### src/rtl/c1908_misr.sv
`default_nettype none
// ============================================================================
//  Module   : c1908_misr
//  Brief    : Multiple-input signature register (Galois form, shift toward MSB)
//  Revision : 1.0 - initial release
// ============================================================================
module c1908_misr #(
    parameter int           W    = 25,
    parameter logic [W-1:0] POLY = 25'h0000009
) (
    input  logic         clk,
    input  logic         rst_n,
    input  logic         clr,
    input  logic         en,
    input  logic [W-1:0] d,
    output logic [W-1:0] sig
);

    logic [W-1:0] sig_q;
    logic [W-1:0] sig_d;

    // Next signature: shift left, fold MSB back through the taps, absorb d
    always_comb begin
        sig_d = {sig_q[W-2:0], 1'b0} ^ (sig_q[W-1] ? POLY : '0) ^ d;
    end

    // Signature register; clear has priority over compaction
    always_ff @(posedge clk or negedge rst_n) begin
        if (!rst_n) begin
            sig_q <= '0;
        end else if (clr) begin
            sig_q <= '0;
        end else if (en) begin
            sig_q <= sig_d;
        end
    end

    assign sig = sig_q;

endmodule : c1908_misr
`default_nettype wire

### config.mk
export PLATFORM = sky130hd
export DESIGN_NAME = c1908_misr
export DESIGN_NICKNAME = d
export VERILOG_FILES = /design/src/rtl/c1908_misr.sv
export SDC_FILE = /design/constraint.sdc
export NUM_CORES = 1
export LEC_CHECK = 0
export CORE_MARGIN = 5
export CORE_UTILIZATION = 47
export CTS_BUF_LIST = sky130_fd_sc_hd__clkbuf_4
export DETAILED_ROUTE_END_ITERATION = 12
export GPL_TIMING_DRIVEN = 0
export PLACE_DENSITY = 0.87
export SLEW_MARGIN = 30
export SYNTH_ARGS = -nofsm -noshare
export SYNTH_HDL_FRONTEND = slang
export SYNTH_SLANG_ARGS = --single-unit
### constraint.sdc
create_clock -name clk -period 2.7 [get_ports clk]
set_clock_uncertainty 0.05 [all_clocks]
set_input_delay 0.675 -clock clk [delete_from_list [all_inputs] [get_ports clk]]
set_output_delay 0.675 -clock clk [all_outputs]
set_load 0.1 [all_outputs]
==> metrics.yaml <==
setup_path:
  crit_path_max_fanout: 3
  crit_path_end_kind: "primary output"
  crit_path_start_kind: "flop"
  cp.arrival_ns: 1.90
  crit_required_ns: 1.98
  slowest_delay_ns: 1.16
  path_delay_family: "buffers and inverters"
  path_buf_inv: 1
  crit_type: "reg -> out"
  cp_cell_sequence: "clkdlybuf4s50_1"
  slowest_stage: "clkdlybuf4s50_1"
yosys:
  yosys-mux-area-fraction: 0.007775
  synth_area_leaders: "dfrtp_1 (49%), a211oi_2 (18%), xnor2_1 (16%), nor2_1 (7.3%), a211oi_1 (2.9%)"
  yosysWarnings: 0
  netlist_area_sq_mm: 0.001287
  synth_xor_area_frac: 0.1817
  avgSynthCellArea_sq_um: 11.92
  synth_simple_gate_area_frac: 0.07289
  syn-instance-count: 108
  yosys.area.top_type: "dfrtp_1"
  synthAdderAreaFrac: 0
  synth_compound_area_frac: 0.2138
  synth_seq_cells: 25
  yosysSeqAreaShare: 0.4859
  synth_fp_nets: 137
  synth_top_cell_area_share: 0.4859
  synth_top_family_by_area: "compound AO/OA/AOI/OAI gates"
  yosysUniqueCellTypes: 10
final_layout:
  fill_cells: 218
  drive_gt1_frac: 0.1963
  area_growth_pct: 45.00
  final_nets: 193
  finalNonFillerCells: 194
  diodes: 0
  largest_register_ff_count: 25
power_and_ir_drop:
  p_leak_nw: 0.7566
  finalPower_w: 0.001088
  powerDensity_mw_per_mm2: 583.0
  max-vdd-ir-drop_uv: 384.1
route:
  drt-vias-per-instance: 5.067
  dr.pass1.iters: 4
  num_vias: 983
  wl_per_cell_um: 14.92
  drc_errors: 0
  ant_nets: 0
  drt_wl_total_mm: 2.895
  first_iter_violations: 30
timing:
  worstMarginPinSlew_ns: 0.9964
  slew_headroom: 0.3346
  min_period_over_period: 0.9720
  layout_setup_ws_ns: 0.07551
  hold_viol: 0
  finalSetupViolCount: 0
  grt_setup_unrepaired: "false"
  drv_slew: 0
  max_freq_mhz: 381.0
  hold_ws_ns: 0.2728
  fin_setup_tns_ns: 0
  fin_crit_ns: 2.624
clocking:
  hold_buffers: 0
  cts.path.max_buffers: 2
  cts_sinks: 25
  cts-root-buf: "clkbuf_4"
  clk_pin_slew_ns: 0.13
  insertion_delay_ns: 0.31
  tritoncts: "yes"
  numCtsBuffers: 3
  cts_resized: 0
  postCtsSetupBuffers: 0
  htree_levels: 1
floorplan:
  die_w_um: 62.34
  io_pins: 54
  num_rows: 19
  start_util: 0.4793
  core_sq_mm: 0.002686
  die_area_sq_mm: 0.003886
  die_h_um: 62.34
global_routing:
  grt_pass1_wl_mm: 5.050
  grt_max_degree: 26
  grt_overflow: 0
  grt_pass1_vias: 1128
  grt_util_all_layers: 0.1572
  antenna_found_initial: 0
run:
  maxCapViolCount: 0
placement:
  place_inst: 190
  place_ws_ns: 0.3780
  hpwl_mm: 2.237
  portBuffers: 51
  routabilityCongestion: 0.7320
status:
  status: "finished, final reports clean"
min_path:
  min_path_type: "in -> async"
[final cells by class]
cell class / instances / area (sq um) / share of cell area
multi-input cells: 75 / 613.1 / 0.3284
well taps: 31 / 38.79 / 0.02078
plain buffers: 8 / 48.80 / 0.02614
flip-flops and latches: 25 / 625.6 / 0.3351
clock buffers: 4 / 30.03 / 0.01609
repair buffers: 51 / 510.5 / 0.2735
[cell families (layout without fill, tap and decap cells)]
group                  Yosys count  after routing
XOR/XNOR                        25             25
flip-flops                      25             25
AND/OR/NAND/NOR                 25             25
AO/OA/AOI/OAI                   24             24
buffers and inverters            8             63
multiplexers                     1              1
[layout by cell type (no fill, tap or decap), drive strengths merged]
master	instances
clkdlybuf4s50	48
nor2	25
dfrtp	25
xnor2	24
a211oi	24
buf	9
clkbuf	4
dlymetal6s2s	2
xor3	1
mux2i	1
[where the power goes]
part           internal [W]  switching (W)  total (W)
Combinational      0.000151       0.000325   0.000475
Sequential         0.000405      0.0000315   0.000437
Clock             0.0000677       0.000108   0.000176
[synth_stat cells, drive strengths merged]
library cell and count:
xnor2 24, buf 8, a211oi 24, mux2i 1, dfrtp 25, nor2 25
xor3 1
[worst paths after layout]
check / start / slack, ns / end / depth (start not counted)
min in group clk: clr / 0.54 / sig[21]$_DFFE_PN0P_ / 2
worst min register to register: sig[22]$_DFFE_PN0P_ / 0.55 / sig[22]$_DFFE_PN0P_ / 2
max in group asynchronous: rst_n / 1.97 / sig[1]$_DFFE_PN0P_ / 1
worst max-delay path: sig[17]$_DFFE_PN0P_ / 0.08 / sig[17] / 1
worst min-delay path: rst_n / 0.27 / sig[12]$_DFFE_PN0P_ / 1
worst max register to register: sig[24]$_DFFE_PN0P_ / 1.52 / sig[3]$_DFFE_PN0P_ / 3
[metal layers]
metal	vias to the layer above	wire length, um	GRT usage
met1	475	1240	0.1911
met2	29	1479	0.2733
met4	0	22	0.04509
met5	-	0	0
li1	476	-	-
met3	3	153	0.03964
[stage by stage]
stage	area, sq um	utilization
2_1_floorplan	1287	-
3_3_place_gp	1837	0.6837
3_5_place_dp	1832	0.6819
4_1_cts	1862	0.6931
5_1_grt	1867	0.6949
6_report	1867	0.6949
Power figures use the tool's default switching activity.
==> RTL edit, RTL diff (same flow settings) <==
Register the output `sig` once more, cleared by the reset; this adds one clock of latency there.
--- a/src/rtl/c1908_misr.sv
+++ b/src/rtl/c1908_misr.sv
@@ -35,7 +35,13 @@
         end
     end
 
-    assign sig = sig_q;
+    always_ff @(posedge clk or negedge rst_n) begin
+        if (!rst_n) begin
+            sig <= '0;
+        end else begin
+            sig <= sig_q;
+        end
+    end
 
 endmodule : c1908_misr
 `default_nettype wire
Function: changed (a bounded check fails within 4 cycles, from zero or initial values and one cycle with rst_n low).
==> RTL edit against the unedited design <==
- worst setup slack better by 0.0088 ns
- total power increased by 63%
- worst hold slack worse by 0.022 ns
- core utilization shrank 5.0 points
- design area grew 37%
- sequential power is 94% higher
- non-clock buffer count did not move
- synthesized area grew 49%
- maximum frequency rose by 0.34%
- wire length is 38% higher
- critical path depth stayed put
- sequential cell count grew 25
- register-to-register slack lost 0.02 ns
==> RTL edit: results (changes against the unedited design) <==
layout cell share with drive strength beyond 1=18.8% (was 19.6%); post-synthesis sequential area ratio=65.4% (was 48.6%); Max IR drop VDD=0.433 mV (was 0.384 mV); CP max-delay cell=clkdlybuf4s50_1 (unchanged); Top FF cell, synth=dfrtp_1 (unchanged); top flop regs=sig x25, sig_q x25; largest cells by area after synthesis=dfrtp_1 (65%), a211oi_2 (12%), xnor2_1 (11%) (was dfrtp_1 (49%), a211oi_2 (18%), xnor2_1 (16%)); number of H-tree levels=2 (was 1); Commonest cells post-synth=dfrtp_1 (50), nor2_1 (25), xnor2_1 (24) (was dfrtp_1 (25), nor2_1 (25), xnor2_1 (24)); Tot GR Track Use=16.7% (was 15.7%); gpl congestion=0.773 (was 0.732); max incr delay on CP=1.13 ns (was 1.16 ns); largest net degree at the start of global routing=51 (was 26); number of DRC markers in iteration 0=64 (was 30); post-detail-place hpwl=2900 um (was 2240 um); latest clock arrival within the worst-skew pair=0.37 ns (was 0.31 ns); postcts setup bufs=0 (unchanged); status=finished clean (unchanged); first-pass GRT wire length=6760 um (was 5050 um); Yosys cell types=10 (unchanged); vias in the first global route=1368 (was 1128); Total Routed Length=3980 um (was 2900 um); Mapped Nets=162 (was 137); Leak=1.08 nW (was 0.757 nW); nets@finish=220 (was 193); Rel. slew slack=33.1% (was 33.5%); vias=1194 (was 983); crit path max fanout=1 (was 3); Bufs on Longest Clock Path=2 (unchanged); Reg clk slew, reported paths=0.15 ns (was 0.13 ns); CTS Buf Count=5 (was 3); fillers=284 (was 218)
==> RTL edit: cell type report <==
type | instances | area [sq um] | area share (%)
tap | 50 | 62.6 | 2.44
timing repair buffer | 51 | 508 | 19.8
multi-input combinational | 75 | 613 | 23.9
sequential | 50 | 1250 | 48.9
clock buffer | 5 | 37.5 | 1.47
buffer | 8 | 48.8 | 1.91
clock inverter | 3 | 40.0 | 1.56
==> RTL edit: report_power, final <==
| part | total (W) | switching (W) | internal (W) |
|---|---|---|---|
| Combinational | 0.000489 | 0.000337 | 0.000152 |
| Sequential | 0.000849 | 0.0000394 | 0.000810 |
| Clock | 0.000431 | 0.000239 | 0.000192 |
| Total | 0.00177 | 0.000615 | 0.00115 |
==> RTL edit: per-layer routing <==
layer	up-vias	track usage [%]	wire length, um
met3	14	5.06	241
met4	0	6.64	89
met5	-	0	0
met1	577	20.4	1640
li1	563	-	-
met2	40	27.5	2010
==> RTL edit: metrics by stage <==
step	instance area, sq um	std cells	power, W	setup slack (ns)	hold WS (ns)
2_1_floorplan	1910	133	0.00120	1.09	0.326
5_1_grt	2560	242	0.00183	0.0346	0.298
3_5_place_dp	2480	234	0.00136	0.492	0.352
6_report	2560	242	0.00177	0.0843	0.251
4_1_cts	2560	242	0.00178	0.0682	0.264
3_3_place_gp	2490	234	0.00134	-0.332	0.350
==> RTL edit: cell families after synthesis <==
group | after synthesis | share of synthesized area, %
AOI/OAI and AO/OA | 24 | 14.4
muxes | 1 | 0.523
and+or+nand+nor | 25 | 4.91
xor gates and xnor gates | 25 | 12.2
buffers and inverters | 8 | 2.55
DFF | 50 | 65.4
==> RTL edit: final timing paths <==
check / from / endpoint / slack (ns)
min in group clk: sig_q[10] / sig[10] / 0.38
max: sig[20] / sig[20] / 0.08
max in group asynchronous: rst_n / sig_q[14] / 1.94
min reg2reg: sig_q[10] / sig[10] / 0.38
min: rst_n / sig_q[4] / 0.25
max reg2reg: sig_q[2] / sig_q[3] / 1.50
